--- src/rtl/jk_register_bank.sv ---
// jk_register_bank
// ----------------
// A bank of WIDTH flip-flops, each behaving as a JK, D, T or SR flip-flop
// depending on the shared 2-bit mode input. Per-bit synchronous set/clear
// override the mode logic and act even when the bank is disabled. Alongside
// the state the block reports a one-cycle "changed" pulse, a saturating count
// of edges at which the state changed, and a sticky flag for forbidden S=R=1
// requests seen in SR mode.
//
// Ports
//   clk      : single clock, all state updates on the rising edge
//   rst      : asynchronous active-high reset
//   en       : enables the mode-driven update (set/clr work regardless)
//   mode     : 00=JK, 01=D, 10=T, 11=SR
//   j        : per-bit J / D / T / S input
//   k        : per-bit K / R input (ignored in D and T modes)
//   set      : per-bit synchronous preset
//   clr      : per-bit synchronous clear (wins over set)
//   cnt_clr  : synchronous clear of chg_cnt
//   err_clr  : synchronous clear of sr_err
//   q        : registered bank state
//   q_n      : bitwise complement of q
//   changed  : registered pulse, high for the cycle after q changed
//   chg_cnt  : saturating count of edges at which q changed
//   sr_err   : sticky flag for S=R=1 seen in SR mode

module jk_register_bank #(
  parameter int unsigned      WIDTH       = 8,
  parameter logic [WIDTH-1:0] RESET_VALUE = '0,
  parameter int unsigned      CNT_W       = 8
) (
  input  logic             clk,
  input  logic             rst,
  input  logic             en,
  input  logic [1:0]       mode,
  input  logic [WIDTH-1:0] j,
  input  logic [WIDTH-1:0] k,
  input  logic [WIDTH-1:0] set,
  input  logic [WIDTH-1:0] clr,
  input  logic             cnt_clr,
  input  logic             err_clr,
  output logic [WIDTH-1:0] q,
  output logic [WIDTH-1:0] q_n,
  output logic             changed,
  output logic [CNT_W-1:0] chg_cnt,
  output logic             sr_err
);

  typedef enum logic [1:0] {
    MODE_JK = 2'b00,
    MODE_D  = 2'b01,
    MODE_T  = 2'b10,
    MODE_SR = 2'b11
  } mode_e;

  logic [WIDTH-1:0] q_q, q_d;
  logic             changed_q, changed_d;
  logic [CNT_W-1:0] chg_cnt_q, chg_cnt_d;
  logic             sr_err_q, sr_err_d;

  logic [WIDTH-1:0] mode_next;
  logic [WIDTH-1:0] en_next;
  logic             sr_viol;
  logic             cnt_sat;

  // Mode-driven next state for every bit, written as characteristic
  // equations so the whole bank is evaluated as one vector. The JK form is
  // Q+ = J&~Q | ~K&Q. The SR form sets on S-only, clears on R-only and holds
  // when S and R are both high, so a forbidden request never disturbs the bit.
  always_comb begin
    mode_next = q_q;
    case (mode_e'(mode))
      MODE_JK: mode_next = (j & ~q_q) | (~k & q_q);
      MODE_D:  mode_next = j;
      MODE_T:  mode_next = q_q ^ j;
      MODE_SR: mode_next = (j & ~k) | (q_q & ~(k & ~j));
      default: mode_next = q_q;
    endcase
  end

  // Final per-bit next state: clear beats set, set beats the mode rule, and
  // the mode rule only applies while the bank is enabled. The changed pulse
  // and counter increment are derived from the very same next-state value, so
  // a set/clr that rewrites a bit to its existing value is not a change.
  always_comb begin
    en_next   = en ? mode_next : q_q;
    q_d       = (en_next | set) & ~clr;
    changed_d = (q_d != q_q);
  end

  // Change counter: cnt_clr has priority over an increment and the count
  // sticks at all-ones rather than wrapping.
  always_comb begin
    cnt_sat   = &chg_cnt_q;
    chg_cnt_d = chg_cnt_q;
    if (cnt_clr) begin
      chg_cnt_d = '0;
    end else if (changed_d && !cnt_sat) begin
      chg_cnt_d = chg_cnt_q + CNT_W'(1);
    end
  end

  // SR violation detection. Bits that set/clr are overriding this edge do not
  // count, because the forbidden request has no effect on them. A new
  // violation wins over a simultaneous err_clr.
  always_comb begin
    sr_viol  = en && (mode_e'(mode) == MODE_SR) && (|(j & k & ~set & ~clr));
    sr_err_d = sr_err_q;
    if (sr_viol) begin
      sr_err_d = 1'b1;
    end else if (err_clr) begin
      sr_err_d = 1'b0;
    end
  end

  // All state lives here. The asynchronous reset loads the reset value and
  // clears the status outputs without any clock, and because the reset load
  // happens outside the clocked path it is never seen as a change.
  always_ff @(posedge clk or posedge rst) begin
    if (rst) begin
      q_q       <= RESET_VALUE;
      changed_q <= 1'b0;
      chg_cnt_q <= '0;
      sr_err_q  <= 1'b0;
    end else begin
      q_q       <= q_d;
      changed_q <= changed_d;
      chg_cnt_q <= chg_cnt_d;
      sr_err_q  <= sr_err_d;
    end
  end

  assign q       = q_q;
  assign q_n     = ~q_q;
  assign changed = changed_q;
  assign chg_cnt = chg_cnt_q;
  assign sr_err  = sr_err_q;

endmodule

--- config.mk ---
export PLATFORM = sky130hd
export DESIGN_NAME = jk_register_bank
export DESIGN_NICKNAME = d
export VERILOG_FILES = /design/src/rtl/jk_register_bank.sv
export SDC_FILE = /design/constraint.sdc
export NUM_CORES = 1
export LEC_CHECK = 0
export CAP_MARGIN = 25
export CELL_PAD_IN_SITES_DETAIL_PLACEMENT = 0
export CELL_PAD_IN_SITES_GLOBAL_PLACEMENT = 1
export CORE_MARGIN = 2
export CORE_UTILIZATION = 35
export DETAILED_ROUTE_END_ITERATION = 16
export GPL_ROUTABILITY_DRIVEN = 0
export GPL_TIMING_DRIVEN = 0
export PLACE_DENSITY_LB_ADDON = 0.1
export SLEW_MARGIN = 40
export SYNTH_ARGS = -nofsm -noshare
export SYNTH_HDL_FRONTEND = slang
export SYNTH_SLANG_ARGS = --single-unit
--- constraint.sdc ---
create_clock -name clk -period 3.9 [get_ports clk]
set_input_delay 0.585 -clock clk [delete_from_list [all_inputs] [get_ports clk]]
set_output_delay 0.585 -clock clk [all_outputs]
set_load 0.005 [all_outputs]
# Word-level counts from Yosys, hierarchy flattened
# Index checks and enable logic that the tools add are counted.
[word_totals]
wordCells = 43
in_bits = 39
output_inout_bits = 26
ff_bits = 18
[classes]
bitwise_logic = 19
muxes = 6
add_sub_neg = 1
n_reduce_logical = 9
eq_ne = 4
[op_table]
columns = ["operator", "n"]
rows = [
  ["bitwise AND 8 bit", 9],
  ["inverter 8 bit", 6],
  ["one-hot mux 8 bit (4 select lines)", 1],
  ["two-way mux 8 bit", 3],
  ["bitwise OR 8 bit", 3],
  ["adder 8 x 1 -> 8 bit, second input constant", 1],
  ["inequality test 8 bit", 1],
  ["AND reduction 8 bit", 1],
  ["OR reduction 8 bit", 1],
  ["XOR 8 bit", 1],
  ["== test 2 bit, second input constant", 2],
  ["nonzero test 2 bit", 2],
  ["logical AND 1 bit", 3],
  ["== test 2 x 1 -> 1 bit, second input constant", 1],
  ["zero test 2 bit", 1],
  ["two-way mux 1 bit", 2],
  ["zero test 1 bit", 1],
]

# Depth between registers and ports, before layout
[logic_depth]
depth_word = 13
depth_mapped = 9
ltp_nobuf = 7

# Worst setup path before layout
# Ideal clock, no wire load.
[synth_timing]
path_type = "in2reg"
from = "in mode[0]"
to = "reg chg_cnt_q[4], in the netlist chg_cnt[4]"
cell_stages = 9
n_path_buf = 2
t_arrival_ns = 1.994
required_ns = 3.780
slack_ns = 1.785
setup_ns = 0.120
cell_sequence = "buf_2 > nand3_2 > nand4_1 > nand3_1 > a311oi_2 > o2111ai_2 > buf_6 > o21a_1 > o211a_1"
[synth_via]
elab_chain_cells = 8
elab_cells_between_ends = 11
classes_between = "4 x eq/ne; 2 x mux; 2 x bitwise; 3 x reduce/logical"
[synth_lines]
columns = ["item", "line", "rtl"]
rows = [
  ["start, declared", "35", "input logic [1:0] mode,"],
  ["== test 2 bit (tied with other cells)", "72", "case (mode_e'(mode))"],
  ["one-hot mux 8 bit (4 select lines) (*)", "72", ""],
  ["two-way mux 8 bit (*)", "86", "en_next = en ? mode_next : q_q;"],
  ["bitwise OR 8 bit (*)", "87", "q_d = (en_next | set) & ~clr;"],
  ["bitwise AND 8 bit (*)", "87", ""],
  ["inequality test 8 bit (*)", "88", "changed_d = (q_d != q_q);"],
  ["logical AND 1 bit (*)", "98", "end else if (changed_d && !cnt_sat) begin"],
  ["nonzero test 2 bit (no line) (*)", "--", ""],
  ["end signal, assigned", "128", "chg_cnt_q <= chg_cnt_d;"],
  ["end, declared", "58", "logic [CNT_W-1:0] chg_cnt_q, chg_cnt_d;"],
]
# Every way passes the cells marked *; elsewhere a longest branch is shown, timed or not.
# A chain may end at the register's enable or synchronous reset.

# Worst setup path after layout
[layout_timing]
from = "in mode[1]"
to = "reg chg_cnt_q[4], in the netlist chg_cnt[4]"
# The elaborated chain is that of the path after synthesis.

==> flow_metrics.tcl <==
set metrics [dict create \
    drt-total-wl_microns 6500 \
    cp_slowest_stage_delay_ns 0.70 \
    die_area_sq_mm 0.00602 \
    final_cells 386 \
    hold_buffers 0 \
    cts_tree "built" \
    h-tree-depth 1 \
    dr.max_layer_used "met4" \
    first_global_vias 1995 \
    holdCritPathClass "reg2reg" \
    met3WireLength_microns 439 \
    core_sq_mm 0.00517 \
    groute.usage.overall_pct 21.7 \
    powerDensity_mw_per_mm2 244 \
    synthesis.instances 248 \
    drt-initial-drc-count 172 \
    cts.repair.resized 0 \
    route.detailed.drc 0 \
    finalClockSkew_ns 0.0137 \
    rows 26 \
    cp.required_ns 4.05 \
    avgViaCountPerCell 5.78 \
    final_layout_size_suffix_gt1_share_pct 7.59 \
    relSlewSlack_pct 60.7 \
    final_core_util_pct 51.8 \
    synth-edff-count 0 \
    worst_pin_slew_ns 0.590 \
    via_count 2232 \
    synth_top_area_share_pct 23.8 \
    cts_buffers 3 \
    fin_crit_ns 2.92 \
    ys.flop_type "dfrtp_1" \
    clock_latency_ns 0.27 \
    antenna_found_initial 0 \
    placed_cells 382 \
    avgSynthCellArea_sq_um 7.64 \
    setup_tns_ns 0 \
    finalSetupViolCount 0 \
    die_y_microns 77.6 \
    clkTransAtPathRegs_ns 0.09 \
    die_x_microns 77.6 \
    fin_area_sq_mm 0.00268 \
    hpwl_microns 4760 \
    wl_met2_microns 2790 \
    num_antenna_cells 0 \
    slew_violations 0 \
    synthArstFlopShare_pct 100 \
    place_ws_ns 0.767 \
    hold_viol_final 0 \
    synth_area_leaders "dfrtp_1, nor2_1, a21oi_1" \
    yosysMostFrequentCell "nor2_1" \
    ys_ff_latch 18 \
    wl_per_cell_microns 16.8 \
    io_buffers 64 \
    ioPinCount 65 \
    gr-total-overflow 0 \
    start_kind "input pin" \
    cp.arrival_ns 3.07 \
    cp_max_fo 10 \
    clockBufferDepth 2 \
    drt-pass1-iter-count 4 \
    path_common_cell "buf_6" \
    clock-root-buffer "clkbuf_8" \
    ys_warn_count 0 \
    grt_max_degree 19 \
    rsz0062_at_grt "false" \
    total_power_mw 0.652 \
    post_cts_buffers 0 \
    synthTopCellsByCount "nor2_1, inv_1, dfrtp_1, a21oi_1, nand2_1" \
    layout.nets 357 \
    synth_nets 288 \
    end_kind "flip-flop" \
    holdWs_ns 0.548 \
    clock_sinks 18 \
    synthToLayoutAreaGrowth_pct 41.3 \
    p_leak_nw 1.03 \
    syn-cell-area_sq_mm 0.00190 \
    start_util_pct 36.6 \
    dpl_cell_area_sq_mm 0.00262 \
    cpMaxStageDelayCell "clkdlybuf4s50_1" \
    ant_nets 0 \
    fmax_ghz 0.343 \
    wl_met1_microns 3210 \
    worstSetupPathType "in2reg" \
    run_status "completed" \
    grt_pass1_wl_microns 10500 \
    crit_chain "clkdlybuf4s50_1 > buf_6 > inv_2 > maj3_2 > a32oi_1 > o2111ai_2 > buf_6 > o21a_1 > o211a_1" \
    ir_drop_mv 0.154 \
    final.setup.worst_slack_ns 0.981 \
    fin_crit_sh_pct 74.8 \
    yosysUniqueCellTypes 63 \
    ys_seq_area_share_pct 23.8 \
    yosys.area.top_type "dfrtp_1" \
    cap_violations 0 \
]
-- critical path: cells and delay by family --
| family | cells | cell delay, ns |
|---|---|---|
| buffers and inverters | 4 | 1.23 |
| AOI/OAI and AO/OA | 4 | 0.94 |
| adders and majority gates | 1 | 0.30 |
-- logic make-up after synthesis --
kind of cell / count (synthesis) / share of synthesized area (%)
compound gates: 82 / 33.3
mux: 3 / 1.58
simple gates: 110 / 31.2
buf+inv: 32 / 8.38
flops: 18 / 23.8
fa+ha+maj: 3 / 1.85
-- final cells by class --
class	count	area, sq um
Clock buffer	4	55.1
Timing Repair Buffer	64	641
Fill cell	512	2490
Inverter	22	82.6
Buffer	10	76.3
Sequential cell	18	450
Multi-Input combinational cell	198	1290
Tap cell	70	87.6
-- state kept, by name (all words and copies together), names as in the netlist --
| register | cells |
|---|---|
| changed | 1 |
| chg_cnt | 8 |
| sr_err | 1 |
| q | 8 |
-- cells in the final DEF, fill, tap and decap left out, types with 5 or more instances in the layout --
| master | Yosys | final |
|---|---|---|
| a21oi_1 | 17 | 17 |
| a31oi_1 | 8 | 8 |
| and3_1 | 6 | 6 |
| buf_6 | 5 | 5 |
| clkdlybuf4s50_1 | 0 | 64 |
| dfrtp_1 | 18 | 18 |
| inv_1 | 19 | 18 |
| nand2_1 | 16 | 16 |
| nand2b_1 | 7 | 7 |
| nand3_1 | 6 | 6 |
| nand4_1 | 6 | 6 |
| nor2_1 | 32 | 32 |
| nor3_1 | 8 | 8 |
| nor3b_1 | 5 | 5 |
| o21ai_0 | 10 | 10 |
-- worst paths after layout --
check	cells after the start	startpoint	to	slack, ns
worst max-delay path	9	mode[1]	chg_cnt[4]	0.98
max in group asynchronous	2	rst	q[1]	2.95
worst min register to register	2	sr_err	sr_err	0.55
min in group asynchronous	2	rst	sr_err	0.63
worst min-delay path	2	sr_err	sr_err	0.55
worst max register to register	8	q[3]	chg_cnt[4]	1.60
-- power by group --
part | internal (mW) | leakage, nW | switching, mW
Clock | 0.0900 | 0.0288 | 0.0761
Combinational | 0.137 | 0.775 | 0.125
Sequential | 0.202 | 0.230 | 0.0213
-- layer usage --
| layer | up-vias | global-route usage, % |
|---|---|---|
| li1 | 1088 | - |
| met1 | 1044 | 34.4 |
| met2 | 93 | 29.7 |
| met3 | 7 | 3.14 |
| met4 | 0 | 6.61 |
| met5 | - | 0 |
(Power assumes the default switching activity.)
